===== src/rtl/tiny16_intc_if.sv =====
`default_nettype none
// ============================================================================
// tiny16_intc_if
// I/O bus bundle between the tiny16 core (master) and the interrupt controller.
// Revision: 1.0
// ============================================================================
interface tiny16_intc_if;
    logic [15:0] address;
    logic [15:0] data_out;
    logic [15:0] data_in;
    logic        nwr;
    logic        mem_valid;
    logic        mem_ready;

    modport master (
        output address, data_out, nwr, mem_valid,
        input  data_in, mem_ready
    );

    modport slave (
        input  address, data_out, nwr, mem_valid,
        output data_in, mem_ready
    );
endinterface
`default_nettype wire


===== src/rtl/tiny16_intc.sv =====
`default_nettype none
// ============================================================================
// tiny16_intc
// Priority interrupt controller for the tiny16 core with bus-mapped registers.
// Optional level-sensitive sources: define TINY16_INTC_LEVEL_EN.
// Revision: 1.0
// ============================================================================
module tiny16_intc #(
    parameter int          NUM_IRQ   = 8,
    parameter logic [15:0] BASE_ADDR = 16'hFF00
) (
    input  wire logic               clk,
    input  wire logic               reset,
    input  wire logic [NUM_IRQ-1:0] irq_i,
    output logic                    interrupt_o,
    input  wire logic               in_interrupt_i,
    tiny16_intc_if.slave            bus
);

    localparam logic [1:0]  S_IDLE    = 2'd0;
    localparam logic [1:0]  S_REQUEST = 2'd1;
    localparam logic [1:0]  S_ACTIVE  = 2'd2;
    localparam logic [1:0]  S_DONE    = 2'd3;
    localparam logic [15:0] NO_SOURCE = 16'hFFFF;

    logic [NUM_IRQ-1:0] sync1_q, sync2_q, prev_q;
    logic [NUM_IRQ-1:0] pending_q, pending_d;
    logic [NUM_IRQ-1:0] enable_q, enable_d;
    logic [15:0]        active_q, active_d;
    logic [1:0]         state_q, state_d;
    logic               inint_q;
    logic               mem_ready_q;
    logic [15:0]        data_in_q, rdata;
    logic [3:0]         w_id;

    wire logic               w_sel  = bus.mem_valid & (bus.address[15:3] == BASE_ADDR[15:3]);
    wire logic [2:0]         w_off  = bus.address[2:0];
    // Side effects only on the first select cycle; mem_ready_q doubles as "select seen".
    wire logic               w_wr   = w_sel & ~mem_ready_q & ~bus.nwr;
    wire logic [NUM_IRQ-1:0] w_wdata = bus.data_out[NUM_IRQ-1:0];
    wire logic               unused_data = ^bus.data_out;

    logic [NUM_IRQ-1:0] w_level;
`ifdef TINY16_INTC_LEVEL_EN
    logic [NUM_IRQ-1:0] level_q;
    always_ff @(posedge clk or posedge reset) begin
        if (reset)
            level_q <= '0;
        else if (w_wr && w_off == 3'd4)
            level_q <= w_wdata;
    end
    assign w_level = level_q;
`else
    assign w_level = '0;
`endif

    wire logic [NUM_IRQ-1:0] w_edge     = sync2_q & ~prev_q & ~w_level;
    wire logic [NUM_IRQ-1:0] w_req_vec  = pending_q & enable_q;
    wire logic               w_req      = |w_req_vec;
    wire logic [NUM_IRQ-1:0] w_oh       = w_req_vec & (-w_req_vec);
    wire logic               w_inint_rise = in_interrupt_i & ~inint_q;
    wire logic               w_inint_fall = ~in_interrupt_i & inint_q;
    wire logic               w_accept   = (state_q == S_REQUEST) & w_inint_rise;
    wire logic               w_eoi      = w_wr & (w_off == 3'd3);

    always_comb begin
        w_id = 4'd0;
        for (int i = NUM_IRQ - 1; i >= 0; i--)
            if (w_req_vec[i]) w_id = 4'(i);
    end

    // Clears are applied before sets so a same-cycle edge always survives.
    always_comb begin
        pending_d = pending_q;
        if (w_wr && w_off == 3'd0)
            pending_d = pending_d & ~w_wdata;
        if (w_accept)
            pending_d = pending_d & ~w_oh;
        pending_d = pending_d | w_edge;
        pending_d = (pending_d & ~w_level) | (sync2_q & w_level);
    end

    always_comb begin
        enable_d = enable_q;
        if (w_wr && w_off == 3'd1)
            enable_d = w_wdata;
    end

    always_comb begin
        rdata = '0;
        case (w_off)
            3'd0:    rdata = 16'(pending_q);
            3'd1:    rdata = 16'(enable_q);
            3'd2:    rdata = active_q;
`ifdef TINY16_INTC_LEVEL_EN
            3'd4:    rdata = 16'(level_q);
`endif
            default: rdata = '0;
        endcase
    end

    always_ff @(posedge clk or posedge reset) begin
        if (reset) begin
            sync1_q     <= '0;
            sync2_q     <= '0;
            prev_q      <= '0;
            pending_q   <= '0;
            enable_q    <= '0;
            active_q    <= NO_SOURCE;
            inint_q     <= 1'b0;
            mem_ready_q <= 1'b0;
            data_in_q   <= '0;
        end else begin
            sync1_q     <= irq_i;
            sync2_q     <= sync1_q;
            prev_q      <= sync2_q;
            pending_q   <= pending_d;
            enable_q    <= enable_d;
            active_q    <= active_d;
            inint_q     <= in_interrupt_i;
            mem_ready_q <= w_sel;
            data_in_q   <= w_sel ? rdata : 16'h0000;
        end
    end

    always_ff @(posedge clk or posedge reset) begin
        if (reset)
            state_q <= S_IDLE;
        else
            state_q <= state_d;
    end

    always_comb begin
        state_d = state_q;
        case (state_q)
            S_IDLE:    if (w_req && !in_interrupt_i) state_d = S_REQUEST;
            S_REQUEST: begin
                if (w_inint_rise)
                    state_d = S_ACTIVE;
                else if (!w_req)
                    state_d = S_IDLE;
            end
            S_ACTIVE:  if (w_eoi || w_inint_fall) state_d = S_DONE;
            default:   state_d = S_IDLE;
        endcase
    end

    // A late enable clear leaves req low at acceptance: report it as spurious.
    always_comb begin
        interrupt_o = (state_q == S_REQUEST) & w_req & ~in_interrupt_i;
        active_d    = active_q;
        if (w_accept)
            active_d = w_req ? 16'(w_id) : NO_SOURCE;
        else if (state_q == S_DONE)
            active_d = NO_SOURCE;
    end

    assign bus.mem_ready = mem_ready_q;
    assign bus.data_in   = data_in_q;

endmodule
`default_nettype wire


===== src/flat_wrapper.sv =====
// flat-port wrapper written by rule: the top's interface ports become plain ports
module tiny16_intc_flat 
#(
    parameter int          NUM_IRQ   = 8,
    parameter logic [15:0] BASE_ADDR = 16'hFF00
)
  (clk, reset, irq_i, interrupt_o, in_interrupt_i, bus_address, bus_data_out, bus_nwr, bus_mem_valid, bus_data_in, bus_mem_ready);
  tiny16_intc_if bus_i ();
  input  wire logic clk;
  input  wire logic reset;
  input  wire logic [NUM_IRQ-1:0] irq_i;
  output logic interrupt_o;
  input  wire logic in_interrupt_i;
  input wire logic [$bits(bus_i.address)-1:0] bus_address;
  input wire logic [$bits(bus_i.data_out)-1:0] bus_data_out;
  input wire logic [$bits(bus_i.nwr)-1:0] bus_nwr;
  input wire logic [$bits(bus_i.mem_valid)-1:0] bus_mem_valid;
  output wire logic [$bits(bus_i.data_in)-1:0] bus_data_in;
  output wire logic [$bits(bus_i.mem_ready)-1:0] bus_mem_ready;
  assign bus_i.address = bus_address;
  assign bus_i.data_out = bus_data_out;
  assign bus_i.nwr = bus_nwr;
  assign bus_i.mem_valid = bus_mem_valid;
  assign bus_data_in = bus_i.data_in;
  assign bus_mem_ready = bus_i.mem_ready;
  tiny16_intc #(.NUM_IRQ(NUM_IRQ), .BASE_ADDR(BASE_ADDR)) u_core (.clk(clk), .reset(reset), .irq_i(irq_i), .interrupt_o(interrupt_o), .in_interrupt_i(in_interrupt_i), .bus(bus_i));
endmodule

===== config.mk =====
export PLATFORM = sky130hd
export DESIGN_NAME = tiny16_intc_flat
export DESIGN_NICKNAME = d
export VERILOG_FILES = /design/src/rtl/tiny16_intc_if.sv /design/src/rtl/tiny16_intc.sv /design/src/flat_wrapper.sv
export SDC_FILE = /design/constraint.sdc
export NUM_CORES = 1
export LEC_CHECK = 0
export CAP_MARGIN = 20
export CORE_UTILIZATION = 40
export CTS_CLUSTER_SIZE = 14
export DETAILED_ROUTE_END_ITERATION = 12
export PLACE_DENSITY = 0.68
export SYNTH_ARGS = -nofsm -noshare
export SYNTH_HDL_FRONTEND = slang
export SYNTH_SLANG_ARGS = --single-unit

===== constraint.sdc =====
create_clock -name clk -period 2.1 [get_ports clk]
set_input_delay 0.42 -clock clk [delete_from_list [all_inputs] [get_ports clk]]
set_output_delay 0.42 -clock clk [all_outputs]
set_load 0.005 [all_outputs]

==> results of run 1 <==
==> power by group through the flow <==
| stage | Sequential (mW) | Combinational (mW) | Clock, mW |
|---|---|---|---|
| 2_1_floorplan | 1.23 | 0.115 | 0 |
| 5_1_grt | 1.22 | 0.237 | 1.31 |
| 4_1_cts | 1.22 | 0.217 | 1.26 |
| 3_3_place_gp | 1.23 | 0.211 | 0 |
| 6_report | 1.21 | 0.214 | 1.23 |
| 3_5_place_dp | 1.24 | 0.217 | 0 |
==> layer usage <==
metal	track usage, %	vias up	wire [um]
met4	8.49	0	79
met1	22.1	798	2120
met5	0	-	0
li1	-	842	-
met3	5.76	6	283
met2	24.8	56	2070
==> state kept, by name (all words and copies together) (netlist names) <==
name / cells
u_core.pending_q: 8
u_core.sync1_q: 8
u_core.sync2_q: 8
u_core.bus.mem_ready: 1
u_core.enable_q: 8
u_core.state_q: 2
u_core.prev_q: 8
u_core.bus.data_in: 9
u_core.active_q: 4
u_core.inint_q: 1
==> metrics by stage <==
| stage | std cells | hold slack [ns] | instance area, um^2 | setup slack (ns) | setup TNS, ns |
|---|---|---|---|---|---|
| finish | 348 | 0.343 | 3300 | -0.0116 | -0.0116 |
| global route | 348 | 0.355 | 3300 | -0.117 | -0.117 |
| CTS | 347 | 0.348 | 3290 | -0.0453 | -0.0453 |
| detailed placement | 330 | 0.335 | 3050 | -0.285 | -4.94 |
| global placement | 330 | 0.332 | 3050 | -0.231 | -4.02 |
| floorplan | 190 | 0.331 | 2300 | 0.107 | 0 |
==> worst reg2reg max path, cell delays in order (launching register included) <==
cell,delay (ns)
dfrtp_1,0.37
or4b_1,0.58
nor4_4,0.19
buf_4,0.18
nand2_4,0.09
mux2_2,0.29
==> layout make-up <==
class / count / area (um^2) / area share (%)
flip-flops and latches: 57 / 1430 / 43.4
repair buffers: 81 / 751 / 22.8
multi-input cells: 113 / 749 / 22.7
clock buffers: 9 / 124 / 3.76
clock inverters: 7 / 119 / 3.60
well taps: 72 / 90.1 / 2.73
inverters: 9 / 33.8 / 1.02
==> final timing paths <==
path	to	slack, ns	depth (start not counted)
max in group asynchronous	u_core.active_q[0]	1.34	3
setup reg to reg	u_core.enable_q[0]	0.29	5
min in group asynchronous	u_core.sync1_q[0]	0.44	3
hold / removal	u_core.sync2_q[4]	0.34	0
hold reg to reg	u_core.sync2_q[4]	0.34	0
setup / recovery	interrupt_o	-0.01	5
==> logic make-up after synthesis <==
| logic type | synth area share [%] |
|---|---|
| AOI/OAI and AO/OA | 11.3 |
| buffers and inverters | 5.17 |
| DFF | 62.2 |
| muxes | 5.22 |
| and+or+nand+nor | 16.1 |
==> cells in the final DEF (no fill, tap or decap), types with 8 or more instances in the layout <==
master / instances
clkbuf_8: 9
nand2_1: 13
clkdlybuf4s50_1: 53
buf_4: 26
nor2_1: 12
a22oi_1: 8
mux2_2: 8
nand3_1: 12
inv_1: 8
a21oi_1: 12
dfrtp_1: 53
==> timing repair <==
item,CTS,global route
gates resized for setup,4,0
pin swaps,2,1
buffers inserted,1,1
setup endpoints to repair,1,1
==> impl_metrics.ini, run 1 <==
[layout]
final_core_util_pct = 59.5
n_antenna_cell = 0
n_fill_cell = 466
fin_nets = 316
drive_gt1_share_pct = 24.3
areaGrowthSynthToFinish_pct = 43.4

[drt]
finalWirelength_mm = 4.55
drtPass1Iterations = 4
routed-via-count = 1702
drtIter0Drc = 78
drc = 0
viasPerCell = 4.89
wl_per_cell_um = 13.1
ant_nets = 0

[clocking]
cts_hold_buffers = 0
cts_tree = yes
clkTransAtPathRegs_ns = 0.07
clk_latency_ns = 0.34
clock_path_buffers = 2
h-tree-depth = 3
numCtsBuffers = 9
clock_sinks = 57
clock-root-buffer = clkbuf_8

[die]
rows = 27
die_area_um2 = 6060
fp.dieW_um = 77.8
start_util_pct = 41.5
ioPinCount = 63
core-area_um2 = 5540
die_h_um = 77.8

[min_path]
hold_start = u_core.sync1_q[4]
hold_class = reg -> reg

[global_routing]
grt_pass1_wl_mm = 7.53
grt_pass1_vias = 1636
overflow = 0
antenna_found_initial = 0
grt_usage_pct = 16.9
grt_max_degree = 58

[outcome]
status = complete, but fails checks
violations = negative setup slack

[sta]
clock_skew_ns = 0.00826
maxSlewViolCount = 0
layout_min_cycle_time_ns = 2.11
setup_ws_ns = -0.0116
final-setup-viol-count = 1
max-slew-margin-rel_pct = 80.3
tightest_slew_ns = 0.296
fmax_mhz = 474
hold_violations = 0
grt_setup_unrepaired = yes
period_share_pct = 101

[synth]
syn_area_um2 = 2300
synth.area.top_cells = dfrtp_1, dfstp_2, mux2_2
synthCells = 190
synth.top_cell.area_share_pct = 57.7
synth.yosys.seq_area_share_pct = 62.2
synth.most_common_cell = dfrtp_1
post-synth-top-area-cell = dfrtp_1
async_flop_share_pct = 100
synth_enable_flop_cells = 0
synth.ff_latch_count = 57
ys_types = 42
ys_top_cells_by_count = dfrtp_1, nand2_1, a21oi_1, nand3_1, nor2_1
ys_warn_count = 0
synth_flop_cell = dfrtp_1
syn_avg_cell_area_um2 = 12.1
syn-num-nets = 235

[setup_path]
critical-path-top-delay-family = flip-flops
cp_slowest_cell = dfrtp_1
crit_path_end_kind = output pin
critPathLaunchType = flop
regToRegStartpoint = u_core.bus.mem_ready
cp.arrival_ns = 1.69
slowest_delay_ns = 0.38
path_buf_inv = 2
crit_start = u_core.enable_q[6]
critPathRequiredTime_ns = 1.68
crit_chain = a222oi_1, buf_4, nand4_1, and4b_1, buf_2
crit_type = reg -> out
path_max_fanout = 2

[pwr]
sw_frac_of_total_pct = 21.6
vdd_ir_drop_max_v = 0.000545
p_clk_share_pct = 46.2
p_per_area_nw_per_um2 = 805
switchingPower_uw = 573
leakagePower_nw = 1.46
power_frac_comb_pct = 8.1
total_power_mw = 2.66
seq_power_share_pct = 45.7
power.internal_mw = 2.08

[place]
port-buffer-count = 54
gp_congestion = 0.809
hpwlAfterDp_mm = 3.31

[job]
maxCapViolCount = 0
No activity file was read; power rests on OpenSTA's default activity.
==> inputs of run 2 (changes only) <==
--- a/config.mk
+++ b/config.mk
@@ -5,8 +5,9 @@
 export SDC_FILE = /design/constraint.sdc
 export NUM_CORES = 1
 export LEC_CHECK = 0
-export CAP_MARGIN = 20
+export CAP_MARGIN = 40
 export CORE_UTILIZATION = 40
+export CTS_BUF_LIST = sky130_fd_sc_hd__clkbuf_4
 export CTS_CLUSTER_SIZE = 14
 export DETAILED_ROUTE_END_ITERATION = 12
 export PLACE_DENSITY = 0.68
==> run 2 against run 1 <==
Effect of this change:
- the flow still finishes with violations (negative setup slack)
- final cell count did not move
- non-clock buffer count did not move
- register-to-register slack barely moved
- die area did not move
- final area fell by 1.7%
- hold slack improved by 0.0063 ns
- first-iteration DRC count fell by 23%
- largest cell class unchanged
- largest power group is now sequential cells
==> impl_metrics.ini, run 2 (synthesis results as in run 1) <==
[sta]
fmax_mhz = 449
final-setup-viol-count = 1
maxSlewViolCount = 0
tightest_slew_ns = 0.304
clock_skew_ns = 0.0134
hold_violations = 0
grt_setup_unrepaired = yes
period_share_pct = 106
setup_ws_ns = -0.128
max-slew-margin-rel_pct = 79.7
layout_min_cycle_time_ns = 2.23

[global_routing]
grt_max_degree = 58
grt_usage_pct = 17.0
grt_pass1_vias = 1651
grt_pass1_wl_mm = 7.53
overflow = 0
antenna_found_initial = 0

[die]
core-area_um2 = 5540
die_h_um = 77.8
rows = 27
fp.dieW_um = 77.8
ioPinCount = 63
start_util_pct = 41.5
die_area_um2 = 6060

[place]
port-buffer-count = 54
gp_congestion = 0.809
placed_cells = 330
place_ws_ns = -0.285
hpwlAfterDp_mm = 3.31

[setup_path]
path_max_fanout = 2
regToRegStartpoint = u_core.bus.mem_ready
crit_path_end_kind = output pin
critPathLaunchType = flop
critical-path-top-delay-family = flip-flops
crit_type = reg -> out
critPathRequiredTime_ns = 1.68
r2r_slack_ns = 0.29
timing.rr.end = u_core.enable_q[0]
path_buf_inv = 2
cp_slowest_cell = dfrtp_1
crit_chain = a222oi_1, buf_4, nand4_1, and4b_1, buf_2
slowest_delay_ns = 0.40
reg2regPathDepth = 5
cp.arrival_ns = 1.81

[drt]
wl_per_cell_um = 13.1
drc = 0
drtIter0Drc = 60
drtPass1Iterations = 4
ant_nets = 0
finalWirelength_mm = 4.55
routed-via-count = 1691
viasPerCell = 4.86

[layout]
n_antenna_cell = 0
finalNonFillerCells = 348
areaGrowthSynthToFinish_pct = 41.0
fin_nets = 316
drive_gt1_share_pct = 24.3
largest_register_ffs = 9
most-common-layout-cells = clkdlybuf4s50_1, dfrtp_1, buf_4

[pwr]
p_per_area_nw_per_um2 = 757
leakagePower_nw = 1.43
vdd_ir_drop_max_v = 0.000479

[clocking]
clk_latency_ns = 0.40
clock_sinks = 57
cts_tree = yes
clkTransAtPathRegs_ns = 0.11
h-tree-depth = 3
clock_path_buffers = 2
numCtsBuffers = 9
clock-root-buffer = clkbuf_4

[min_path]
hold_start = u_core.sync1_q[4]
min_path_cells = 0
hold_class = reg -> reg
hold_end = u_core.sync2_q[4]

[outcome]
violations = negative setup slack
status = complete, but fails checks

[job]
maxCapViolCount = 0
## run 2: cell count changes in the layout (fill, tap and decap cells not counted)
cell | previous run | this run
clkbuf_8 | 9 | 0
clkbuf_4 | 0 | 9
## run 2: worst max path at each step
stage                              end           startpoint  cells past startpoint  slack (ns)
floorplan           u_core.enable_q[0]       bus_address[4]                      4        0.11
global placement    u_core.enable_q[0]       bus_address[4]                      6       -0.23
CTS                        interrupt_o  u_core.pending_q[6]                      5       -0.15
detailed placement  u_core.enable_q[2]       bus_address[4]                      6       -0.28
global route               interrupt_o   u_core.enable_q[6]                      5       -0.26
finish                     interrupt_o   u_core.enable_q[6]                      5       -0.13
## run 2: final cells by class
class                           count  area, um^2
Clock buffer                        9        67.6
Clock inverter                      7         119
Fill cell                         476        2300
Inverter                            9        33.8
Multi-Input combinational cell    113         749
Sequential cell                    57        1430
Tap cell                           72        90.1
Timing Repair Buffer               81         751
## run 2: report_power, final
group / switching, mW / total, mW / leakage, nW / internal (mW)
Combinational: 0.0965 / 0.214 / 0.658 / 0.117
Clock: 0.424 / 1.03 / 0.0921 / 0.602
Sequential: 0.0346 / 1.21 / 0.682 / 1.18
Total: 0.555 / 2.45 / 1.43 / 1.90
## run 2: timing repair
item                       in CTS  in global routing
resized for setup               4                  0
hold buffers                    0                  0
setup buffers                   1                  1
setup endpoints to repair       1                  1
pin swaps                       2                  1
## run 2: worst register-to-register path, cell delays in order (launching register included)
cell     delay (ns)
dfrtp_1        0.38
or4b_1         0.58
nor4_4         0.19
buf_4          0.18
nand2_4        0.09
mux2_2         0.29
## run 2: per-layer routing
layer  vias up  wire [um]  track usage (%)
li1        845          -                -
met1       779       2090             22.1
met2        58       2060             24.0
met3         9        296             4.82
met4         0        104             12.5
met5         -          0                0
## run 2: through the flow
| stage | utilization [%] | area [um^2] | power (mW) | setup TNS, ns | hold slack [ns] |
|---|---|---|---|---|---|
| global route | 58.5 | 3240 | 2.57 | -0.263 | 0.359 |
| floorplan | - | 2300 | 1.34 | 0 | 0.331 |
| detailed placement | 55.0 | 3050 | 1.45 | -4.94 | 0.335 |
| finish | 58.5 | 3240 | 2.45 | -0.128 | 0.350 |
| CTS | 58.4 | 3230 | 2.49 | -0.145 | 0.351 |
| global placement | 55.0 | 3050 | 1.44 | -4.02 | 0.332 |
